===== src/rtl/sram_pkg.sv =====
// Shared types and constants for the dual-requester SQI SRAM arbiter.
package sram_pkg;

  typedef enum logic [2:0] {
    ST_IDLE  = 3'd0,
    ST_CMD   = 3'd1,
    ST_ADDR  = 3'd2,
    ST_DUMMY = 3'd3,
    ST_DATA  = 3'd4,
    ST_DONE  = 3'd5
  } sqi_state_e;

  localparam logic [7:0] CMD_WRITE_DEF = 8'h02;
  localparam logic [7:0] CMD_READ_DEF  = 8'h03;

  localparam logic [2:0] NIB_CMD   = 3'd2;
  localparam logic [2:0] NIB_ADDR  = 3'd6;
  localparam logic [2:0] NIB_DUMMY = 3'd2;
  localparam logic [2:0] NIB_DATA  = 3'd2;

  // Index of the final nibble of a shifting state
  function automatic logic [2:0] last_nibble(input sqi_state_e st);
    case (st)
      ST_CMD:   last_nibble = NIB_CMD - 3'd1;
      ST_ADDR:  last_nibble = NIB_ADDR - 3'd1;
      ST_DUMMY: last_nibble = NIB_DUMMY - 3'd1;
      ST_DATA:  last_nibble = NIB_DATA - 3'd1;
      default:  last_nibble = 3'd0;
    endcase
  endfunction

endpackage


===== src/rtl/sqi_byte_engine.sv =====
// Runs one single-byte SQI read or write: command, 24-bit address, dummy
// byte on reads, then data. All pin outputs come straight from registers.
module sqi_byte_engine
  import sram_pkg::*;
#(
  parameter logic [7:0] CMD_WRITE = CMD_WRITE_DEF,
  parameter logic [7:0] CMD_READ  = CMD_READ_DEF
) (
  input  logic        clock,
  input  logic        reset,
  input  logic        start,
  input  logic        we,
  input  logic [23:0] addr24,
  input  logic [7:0]  wdata,
  output logic        busy,
  output logic        done,
  output logic [7:0]  rdata,
  output logic        sram_clock,
  output logic        sram_cs,
  output logic [3:0]  sram_sio_o,
  output logic        sram_sio_oe,
  input  logic [3:0]  sram_sio_i
);

  sqi_state_e  state_r, state_s, after_s;
  logic        phase_r, phase_s;
  logic [2:0]  cnt_r, cnt_s;
  logic [39:0] sh_r, sh_s;
  logic        we_r, we_s;
  logic [3:0]  rd_hi_r, rd_hi_s;
  logic [7:0]  rdata_r, rdata_s;
  logic        done_r, done_s;
  logic        cs_r, cs_s;
  logic        sclk_r, sclk_s;
  logic        oe_r, oe_s;
  logic [3:0]  sio_r, sio_s;
  logic [7:0]  cmd_s;

  // Next state and next pin values; sh holds the nibbles still to be sent
  always_comb begin
    state_s = state_r;
    phase_s = phase_r;
    cnt_s   = cnt_r;
    sh_s    = sh_r;
    we_s    = we_r;
    rd_hi_s = rd_hi_r;
    rdata_s = rdata_r;
    done_s  = 1'b0;
    cs_s    = cs_r;
    sclk_s  = 1'b0;
    oe_s    = oe_r;
    sio_s   = sio_r;
    cmd_s   = we ? CMD_WRITE : CMD_READ;
    case (state_r)
      ST_CMD:   after_s = ST_ADDR;
      ST_ADDR:  after_s = we_r ? ST_DATA : ST_DUMMY;
      ST_DUMMY: after_s = ST_DATA;
      ST_DATA:  after_s = ST_DONE;
      default:  after_s = ST_IDLE;
    endcase
    case (state_r)
      ST_IDLE: begin
        cs_s = 1'b1;
        oe_s = 1'b0;
        if (start) begin
          state_s = ST_CMD;
          phase_s = 1'b0;
          cnt_s   = 3'd0;
          we_s    = we;
          cs_s    = 1'b0;
          oe_s    = 1'b1;
          sio_s   = cmd_s[7:4];
          sh_s    = {cmd_s[3:0], addr24, wdata, 4'h0};
        end else begin
          sio_s = 4'h0;
        end
      end
      ST_CMD, ST_ADDR, ST_DUMMY, ST_DATA: begin
        if (!phase_r) begin
          phase_s = 1'b1;
          sclk_s  = 1'b1;
        end else begin
          phase_s = 1'b0;
          // Read data is captured on the edge that drops sram_clock
          if (state_r == ST_DATA && !we_r) begin
            if (cnt_r == 3'd0) begin
              rd_hi_s = sram_sio_i;
            end else begin
              rdata_s = {rd_hi_r, sram_sio_i};
            end
          end else begin
            rd_hi_s = rd_hi_r;
          end
          if (cnt_r == last_nibble(state_r)) begin
            cnt_s   = 3'd0;
            state_s = after_s;
          end else begin
            cnt_s = cnt_r + 3'd1;
          end
          if (state_s == ST_DONE) begin
            cs_s   = 1'b1;
            oe_s   = 1'b0;
            done_s = 1'b1;
            sio_s  = 4'h0;
          end else if (state_s == ST_DUMMY || (state_s == ST_DATA && !we_r)) begin
            oe_s  = 1'b0;
            sio_s = 4'h0;
          end else begin
            sio_s = sh_r[39:36];
            sh_s  = {sh_r[35:0], 4'h0};
          end
        end
      end
      default: begin
        state_s = ST_IDLE;
        cs_s    = 1'b1;
        oe_s    = 1'b0;
        sio_s   = 4'h0;
      end
    endcase
  end

  // State and output registers
  always_ff @(posedge clock or posedge reset) begin
    if (reset) begin
      state_r <= ST_IDLE;
      phase_r <= 1'b0;
      cnt_r   <= 3'd0;
      sh_r    <= 40'd0;
      we_r    <= 1'b0;
      rd_hi_r <= 4'h0;
      rdata_r <= 8'h00;
      done_r  <= 1'b0;
      cs_r    <= 1'b1;
      sclk_r  <= 1'b0;
      oe_r    <= 1'b0;
      sio_r   <= 4'h0;
    end else begin
      state_r <= state_s;
      phase_r <= phase_s;
      cnt_r   <= cnt_s;
      sh_r    <= sh_s;
      we_r    <= we_s;
      rd_hi_r <= rd_hi_s;
      rdata_r <= rdata_s;
      done_r  <= done_s;
      cs_r    <= cs_s;
      sclk_r  <= sclk_s;
      oe_r    <= oe_s;
      sio_r   <= sio_s;
    end
  end

  assign busy        = (state_r != ST_IDLE);
  assign done        = done_r;
  assign rdata       = rdata_r;
  assign sram_clock  = sclk_r;
  assign sram_cs     = cs_r;
  assign sram_sio_o  = sio_r;
  assign sram_sio_oe = oe_r;

endmodule


===== src/rtl/sram_arbiter.sv =====
// Round-robin arbiter sharing one SQI SRAM between two requesters; each
// grant becomes a single-byte transaction run by sqi_byte_engine.
module sram_arbiter
  import sram_pkg::*;
#(
  parameter int         ADDR_WIDTH = 17,
  parameter logic [7:0] CMD_WRITE  = CMD_WRITE_DEF,
  parameter logic [7:0] CMD_READ   = CMD_READ_DEF
) (
  input  logic                  clock,
  input  logic                  reset,
  input  logic                  req0,
  input  logic                  req1,
  input  logic                  we0,
  input  logic                  we1,
  input  logic [ADDR_WIDTH-1:0] addr0,
  input  logic [ADDR_WIDTH-1:0] addr1,
  input  logic [7:0]            wdata0,
  input  logic [7:0]            wdata1,
  output logic                  gnt0,
  output logic                  gnt1,
  output logic                  done0,
  output logic                  done1,
  output logic [7:0]            rdata,
  output logic                  sram_clock,
  output logic                  sram_cs,
  output logic [3:0]            sram_sio_o,
  output logic                  sram_sio_oe,
  input  logic [3:0]            sram_sio_i
);

  logic        busy_s, eng_done_s, start_s;
  logic        grant0_s, grant1_s;
  logic        gnt0_r, gnt1_r, owner_r, last_r;
  logic        op_we_s;
  logic [23:0] op_addr_s;
  logic [7:0]  op_wdata_s;

  // Pick a requester while the engine is idle; ties go to the one not served last
  always_comb begin
    grant0_s = 1'b0;
    grant1_s = 1'b0;
    if (!busy_s) begin
      if (req0 && req1) begin
        grant0_s = last_r;
        grant1_s = !last_r;
      end else begin
        grant0_s = req0;
        grant1_s = req1;
      end
    end else begin
      grant0_s = 1'b0;
      grant1_s = 1'b0;
    end
  end

  assign start_s = grant0_s | grant1_s;

  // Operands of the requester being granted this cycle
  always_comb begin
    op_we_s    = 1'b0;
    op_addr_s  = 24'd0;
    op_wdata_s = 8'h00;
    if (grant1_s) begin
      op_we_s    = we1;
      op_addr_s  = 24'(addr1);
      op_wdata_s = wdata1;
    end else begin
      op_we_s    = we0;
      op_addr_s  = 24'(addr0);
      op_wdata_s = wdata0;
    end
  end

  // Grant pulses, owner of the running transaction and round-robin history
  always_ff @(posedge clock or posedge reset) begin
    if (reset) begin
      gnt0_r  <= 1'b0;
      gnt1_r  <= 1'b0;
      owner_r <= 1'b0;
      last_r  <= 1'b1;
    end else begin
      gnt0_r <= grant0_s;
      gnt1_r <= grant1_s;
      if (start_s) begin
        owner_r <= grant1_s;
      end
      if (eng_done_s) begin
        last_r <= owner_r;
      end
    end
  end

  sqi_byte_engine #(
    .CMD_WRITE (CMD_WRITE),
    .CMD_READ  (CMD_READ)
  ) u_engine (
    .clock       (clock),
    .reset       (reset),
    .start       (start_s),
    .we          (op_we_s),
    .addr24      (op_addr_s),
    .wdata       (op_wdata_s),
    .busy        (busy_s),
    .done        (eng_done_s),
    .rdata       (rdata),
    .sram_clock  (sram_clock),
    .sram_cs     (sram_cs),
    .sram_sio_o  (sram_sio_o),
    .sram_sio_oe (sram_sio_oe),
    .sram_sio_i  (sram_sio_i)
  );

  assign gnt0  = gnt0_r;
  assign gnt1  = gnt1_r;
  assign done0 = eng_done_s & ~owner_r;
  assign done1 = eng_done_s & owner_r;

endmodule


===== config.mk =====
export PLATFORM = sky130hd
export DESIGN_NAME = sram_arbiter
export DESIGN_NICKNAME = d
export VERILOG_FILES = /design/src/rtl/sram_pkg.sv /design/src/rtl/sqi_byte_engine.sv /design/src/rtl/sram_arbiter.sv
export SDC_FILE = /design/constraint.sdc
export NUM_CORES = 1
export LEC_CHECK = 0
export CORE_ASPECT_RATIO = 2
export CORE_MARGIN = 1
export CORE_UTILIZATION = 50
export CTS_BUF_LIST = sky130_fd_sc_hd__clkbuf_4 sky130_fd_sc_hd__clkbuf_8 sky130_fd_sc_hd__clkbuf_16
export DETAILED_ROUTE_END_ITERATION = 10
export MAX_ROUTING_LAYER = met4
export PLACE_DENSITY_LB_ADDON = 0.12
export SLEW_MARGIN = 10
export SYNTH_ARGS = -nofsm -noshare
export SYNTH_HDL_FRONTEND = slang
export SYNTH_HIERARCHICAL = 1
export SYNTH_SLANG_ARGS = --single-unit
export TNS_END_PERCENT = 100

===== constraint.sdc =====
create_clock -name clock -period 5.2 [get_ports clock]
set_clock_uncertainty 0.15 [all_clocks]
set_input_delay 1.04 -clock clock [delete_from_list [all_inputs] [get_ports clock]]
set_output_delay 1.04 -clock clock [all_outputs]
set_load 0.1 [all_outputs]

== Yosys cells after proc, flatten, opt, wreduce, memory -nomap -nowiden ==
Cells that the tools add are included.

* Register bits after elaboration: 72
* Word-level logic and storage cells: 106
* Bits of input ports: 60

* Eq/ne operators: 14
* Reduce and logical (&&, ||, !) cells: 21
* Mux-type cells: 49
* $add $sub $neg: 1
* Bitwise gates (word level): 5

{| class="wikitable"
|+ Operators by type and width
! cell !! number
|-
| $mux 40 || 4
|-
| $pmux 40 s2 || 1
|-
| $mux 3 || 11
|-
| $mux 1 || 19
|-
| $pmux 3 s2 || 3
|-
| $mux 17 || 1
|-
| $mux 4 || 4
|-
| $pmux 3 s4 || 1
|-
| $reduce_and 2->1 || 5
|-
| $eq 3x2->1 const B || 3
|-
| $eq 3x3->1 const B || 3
|-
| $mux 8 || 1
|-
| $pmux 4 s2 || 1
|-
| $reduce_and 4->1 || 2
|-
| $logic_not 3->1 || 2
|-
| $ne 2x2->1 const B || 3
|-
| $pmux 1 s2 || 3
|-
| $reduce_and 5->1 || 1
|-
| $ne 2x1->1 const B || 2
|-
| $reduce_or 4->1 || 1
|-
| $add 3x1->3 const B || 1
|-
| $eq 3x1->1 const B || 1
|-
| $eq 3x3->1 || 1
|-
| $logic_and 1x1->1 || 3
|-
| 10 further kinds || 13
|}

== Depth between registers and ports, before layout ==
* Depth after elaboration: 16
* Depth in mapped cells: 9

== Hierarchy ==
The synthesis kept the hierarchy.

{| class="wikitable"
|+ Modules (own cells, without submodules)
! module !! area an instance (um^2) !! times used !! cells each !! sequential area each (um^2)
|-
| sqi_byte_engine || 3,101.7 || 1 || 313 || 1,602.8
|-
| sram_arbiter || 580.6 || 1 || 48 || 101.3
|}

== Worst setup path before layout ==
No wires, ideal clock.

* Path type: reg-to-output
* From: register owner_r
* To: output port done0
* Cell stages (with the launch flop): 2
* Data required time: 4,010 ps
* Buffers on the path: 0
* Data arrival time: 1,712 ps
* Setup slack: 2,298 ps
* Path through: dfrtp_1 nor2b_1

* Cells in the longest elaborated chain, start to end: 2

{| class="wikitable"
|+ Ends and longest elaborated chain
! element !! line !! text
|-
| start, declared || sram_arbiter.sv:34 || <nowiki>logic gnt0_r, gnt1_r, owner_r, last_r;</nowiki>
|-
| start signal, assigned || sram_arbiter.sv:86 || <nowiki>owner_r <= grant1_s;</nowiki>
|-
| $not 1->1 || sram_arbiter.sv:116 || <nowiki>assign done0 = eng_done_s & ~owner_r;</nowiki>
|-
| $and 1x1->1 || sram_arbiter.sv:116 ||
|-
| end, declared || sram_arbiter.sv:22 || <nowiki>output logic done0,</nowiki>
|}

Every way passes these cells.

== Final worst setup path ==
* From: input port req0
* To: register u_engine.sh_r[26]

* Cells in the longest elaborated chain, start to end: 6

{| class="wikitable"
|+ Ends and longest elaborated chain
! element !! line !! text
|-
| start, declared || sram_arbiter.sv:12 || <nowiki>input logic req0,</nowiki>
|-
| $logic_and 1x1->1 || sram_arbiter.sv:44 || <nowiki>if (req0 && req1) begin</nowiki>
|-
| $mux 1 || sram_arbiter.sv:44 ||
|-
| $mux 1 || sram_arbiter.sv:43 || <nowiki>if (!busy_s) begin</nowiki>
|-
| $mux 17 || sram_arbiter.sv:64 || <nowiki>if (grant1_s) begin</nowiki>
|-
| named net op_addr_s[14] || sram_arbiter.sv:36 || <nowiki>logic [23:0] op_addr_s;</nowiki>
|-
| $mux 40 || sqi_byte_engine.sv:65 || <nowiki>if (start) begin</nowiki>
|-
| $pmux 40 s2 || sqi_byte_engine.sv:61 || <nowiki>case (state_r)</nowiki>
|-
| end signal, assigned || sqi_byte_engine.sv:142 || <nowiki>sh_r <= sh_s;</nowiki>
|-
| end, declared || sqi_byte_engine.sv:28 || <nowiki>logic [39:0] sh_r, sh_s;</nowiki>
|}

The timed path passes the listed nets, and every way through them passes these cells. The select of a mux whose other input is x is not followed.
A chain may end at the register's enable or synchronous reset.

==> results.sh <==
export IMPL_combPwrFrac_pct=49.8
export IMPL_die_x_extent_um=62.7
export IMPL_utilization_pct=68.6
export IMPL_whs_ns=0.265
export IMPL_tritoncts_num_buffers=9
export IMPL_intPower_uw=1780
export IMPL_floorplan_rows=43
export IMPL_worst_path_max_fanout=16
export IMPL_timing_critical_path_cells="clkdlybuf4s50_1 -> nand2_1 -> nand3b_1 -> buf_4 -> mux2_4 -> nand2_1 -> nand2_1 -> mux2_1"
export IMPL_dieHeight_um=123
export IMPL_cellPowerDensity_mw_per_mm2=636
export IMPL_core_region_area_mm2=0.00705
export IMPL_clkSlewWorstSetupHoldPaths_ns=0.06
export IMPL_synthArstFlopShare_pct=100
export IMPL_post_cts_setup_buffers=0
export IMPL_area_of_combinational_cells_with_multiple_inputs_mm2=0.00181
export IMPL_cts_root_buffer_cell="sky130_fd_sc_hd__clkbuf_16"
export IMPL_sequential_area_share_after_synthesis_pct=46.3
export IMPL_post_synth_most_frequent_cells="98 x sky130_fd_sc_hd__nand2_1, 66 x sky130_fd_sc_hd__dfrtp_1, 29 x sky130_fd_sc_hd__mux2_1"
export IMPL_timing_slew_headroom_pct=35.2
export IMPL_slew_violations=0
export IMPL_unrepaired_setup_endpoints_after_global_routing="no"
export IMPL_crit_type="in2reg"
export IMPL_htreeDepth=3
export IMPL_area_growth_syn_to_layout_pct=31.4
export IMPL_fillerInstances=528
export IMPL_avgSynthCellArea_um2=10.2
export IMPL_drv_max_cap_violation_count=0
export IMPL_netlist_top_cell_by_area="sky130_fd_sc_hd__dfrtp_1"
export IMPL_synthCells=361
export IMPL_start_util_pct=52.2
export IMPL_worstHoldStart="u_engine/done"
export IMPL_regArea_mm2=0.00170
export IMPL_arrival_ns=3.29
export IMPL_p_sw_share_pct=42.3
export IMPL_setup_violations=0
export IMPL_vdd_ir_drop_worst_uv=288
export IMPL_switchingPower_uw=1300
export IMPL_most_common_cell_in_the_netlist="sky130_fd_sc_hd__nand2_1"
export IMPL_initial_detailed_routing_violation_count=130
export IMPL_hp_class="reg2reg"
export IMPL_total_neg_setup_slack_ns=0
export IMPL_postRouteWirelength_um=7340
export IMPL_critPathBufInv=2
export IMPL_postCtsResizedCells=0
export IMPL_ctsHoldBuffers=0
export IMPL_hpwl_um=5280
export IMPL_yosys_top_cells_area="sky130_fd_sc_hd__dfrtp_1 45%, sky130_fd_sc_hd__nand2_1 10%, sky130_fd_sc_hd__mux2_1 8.9%, sky130_fd_sc_hd__mux2_4 7.3%, sky130_fd_sc_hd__mux2_2 6.1%"
export IMPL_via_per_inst=5.24
export IMPL_cp_depth=8
export IMPL_num_nets_final=503
export IMPL_fp_dieArea_mm2=0.00773
export IMPL_leakagePower_uw=0.00228
export IMPL_seq_power_share_pct=29.6
export IMPL_critical_path_endpoint="u_engine/sh_r[26]"
export IMPL_worst_pin_slew_ns=0.969
export IMPL_route_detailed_drc=0
export IMPL_route_antenna_remaining_nets=0
export IMPL_yosysWarningCount=6
export IMPL_grt_antenna_before_repair=0
export IMPL_global_route_usage_total_pct=22.3
export IMPL_gp_routability_congestion=0.806
export IMPL_ys_types=45
export IMPL_clock_tree_buffer_depth=2
export IMPL_overall_power_of_the_completed_layout_uw=3080
export IMPL_synth_ff_type="sky130_fd_sc_hd__dfrtp_1"
export IMPL_antenna_cells=0
export IMPL_status="finished, final reports clean"
export IMPL_wire_length_of_the_first_global_routing_pass_um=12900
export IMPL_cp_top_family="buffers and inverters"
export IMPL_critical_path_endpoint_category="flop"
export IMPL_grt_pass1_vias=2963
export IMPL_clock_tree_from_tritoncts="yes"
export IMPL_power_frac_clock_pct=20.6
export IMPL_regToRegEndpoint="u_engine/sh_r[26]"
export IMPL_port_buffers=78
export IMPL_final_hold_viol_count=0
export IMPL_cp_data_required_time_ns=5.26
export IMPL_start_kind="primary input"
export IMPL_most_frequent_cell_on_the_critical_path="sky130_fd_sc_hd__nand2_1"
export IMPL_io_pins=79
export IMPL_synth_enable_flop_cells=0
export IMPL_crit_slowest_cell="sky130_fd_sc_hd__nand3b_1"
export IMPL_worstRegToRegCells=7
export IMPL_setup_worst_path_start="req0"
export IMPL_insertion_delay_of_the_later_clocked_pin_in_the_worst_skew_pair_ns=0.33
export IMPL_layout_worst_path_cycle_share_pct=62.1
export IMPL_grt_start_max_net_pins=41
export IMPL_fin_crit_ns=3.23
export IMPL_route_detailed_wl_per_inst_um=13.7
export IMPL_clkSinkCount=68
export IMPL_yosys_register_bits=68
export IMPL_timing_fmax_mhz=310
export IMPL_drt_pre_antenna_iters=4
export IMPL_synthesis_area_mm2=0.00368
export IMPL_r2r_start="u_engine/state_r[2]"
export IMPL_layout_drive_gt1_share_pct=14.8
export IMPL_grt_overflow_total=0
export IMPL_cpPeakStageDelay_ns=0.56
export IMPL_synth_top_area_share_pct=44.9
export IMPL_num_vias=2809
export IMPL_r2r_setup_slack_ns=2.02
-- how the worst min path moves through the flow --
stage	slack, ns	to	cells after the start
after global routing	0.33	last_r	1
after global placement	0.26	last_r	1
after detailed placement	0.26	last_r	1
after CTS	0.27	last_r	1
after floorplan	0.24	last_r	1
final	0.26	last_r	1
-- area by class of cell --
| class | instances | area share [%] |
|---|---|---|
| Clock buffer | 13 | 5.79 |
| Clock inverter | 3 | 0.879 |
| Inverter | 17 | 1.32 |
| Multi-Input combinational cell | 261 | 37.4 |
| Sequential cell | 68 | 35.2 |
| Tap cell | 90 | 2.33 |
| Timing Repair Buffer | 84 | 17.1 |
-- routing by layer --
| layer | GRT usage [%] | vias to the layer above | wire length [µm] |
|---|---|---|---|
| li1 | - | 1367 | - |
| met1 | 21.4 | 1338 | 2710 |
| met2 | 41.9 | 89 | 4160 |
| met3 | 4.61 | 15 | 288 |
| met4 | 10.2 | 0 | 180 |
| met5 | - | - | 0 |
-- sequential cells by signal (all words and copies together) (netlist names), 3 cells and up --
| name | cells |
|---|---|
| u_engine/sh_r | 36 |
| u_engine/rdata | 8 |
| u_engine/rd_hi_r | 4 |
| u_engine/sram_sio_o | 4 |
| u_engine/cnt_r | 3 |
| u_engine/state_r | 3 |
-- metrics by stage --
| stage | setup slack (ns) | std cells | instance area (µm²) |
|---|---|---|---|
| floorplan | 2.30 | 367 | 3700 |
| global placement | 1.65 | 520 | 4510 |
| detailed placement | 1.58 | 520 | 4510 |
| global route | 1.81 | 536 | 4840 |
| CTS | 1.93 | 536 | 4840 |
| finish | 1.97 | 536 | 4840 |
-- worst reg2reg max path, stage by stage, from the launching register on --
cell	delay, ns
sky130_fd_sc_hd__dfrtp_1	0.58
sky130_fd_sc_hd__or3_1	0.49
sky130_fd_sc_hd__nand3b_1	0.69
sky130_fd_sc_hd__buf_4	0.43
sky130_fd_sc_hd__mux2_4	0.30
sky130_fd_sc_hd__nand2_1	0.05
sky130_fd_sc_hd__nand2_1	0.05
sky130_fd_sc_hd__mux2_1	0.31
-- layout by cell type, fill, tap and decap left out, types with 2 or more instances in the layout --
| cell type | count |
|---|---|
| sky130_fd_sc_hd__a21o_1 | 2 |
| sky130_fd_sc_hd__a21oi_1 | 9 |
| sky130_fd_sc_hd__a31o_1 | 4 |
| sky130_fd_sc_hd__and2_1 | 2 |
| sky130_fd_sc_hd__buf_4 | 6 |
| sky130_fd_sc_hd__clkbuf_16 | 9 |
| sky130_fd_sc_hd__clkbuf_8 | 4 |
| sky130_fd_sc_hd__clkdlybuf4s50_1 | 78 |
| sky130_fd_sc_hd__conb_1 | 7 |
| sky130_fd_sc_hd__dfrtp_1 | 66 |
| sky130_fd_sc_hd__dfstp_2 | 2 |
| sky130_fd_sc_hd__ha_1 | 2 |
| sky130_fd_sc_hd__inv_1 | 16 |
| sky130_fd_sc_hd__mux2_1 | 29 |
| sky130_fd_sc_hd__mux2_2 | 20 |
| sky130_fd_sc_hd__mux2_4 | 18 |
| sky130_fd_sc_hd__mux2i_1 | 3 |
| sky130_fd_sc_hd__nand2_1 | 98 |
| sky130_fd_sc_hd__nand2b_1 | 3 |
| sky130_fd_sc_hd__nand3_1 | 2 |
| sky130_fd_sc_hd__nand3b_1 | 3 |
| sky130_fd_sc_hd__nor2_1 | 8 |
| sky130_fd_sc_hd__nor2b_1 | 5 |
| sky130_fd_sc_hd__nor3_1 | 3 |
| sky130_fd_sc_hd__nor3b_1 | 5 |
| sky130_fd_sc_hd__o21ai_0 | 12 |
| sky130_fd_sc_hd__o21ai_1 | 5 |
| sky130_fd_sc_hd__o21bai_1 | 3 |
| sky130_fd_sc_hd__o31ai_1 | 3 |
| sky130_fd_sc_hd__or3_1 | 2 |
| sky130_fd_sc_hd__xnor2_1 | 2 |
-- power by group through the flow --
stage / Combinational (µW) / Sequential, µW / Clock (µW)
global placement: 1500 / 907 / 0
CTS: 1550 / 911 / 646
finish: 1530 / 910 / 634
floorplan: 1040 / 1110 / 0
global route: 1690 / 941 / 666
detailed placement: 1540 / 917 / 0
-- kinds of logic after synthesis --
| family | count (synthesis) | synth area share, % |
|---|---|---|
| flops | 68 | 46.3 |
| mux | 70 | 23.1 |
| buf+inv | 38 | 5.23 |
| fa+ha+maj | 2 | 0.679 |
| xor+xnor | 2 | 0.476 |
| simple gates | 136 | 16.6 |
| compound gates | 44 | 7.51 |
| other cells | 1 | 0.102 |
Note: power is estimated with default switching activity, not from simulation.
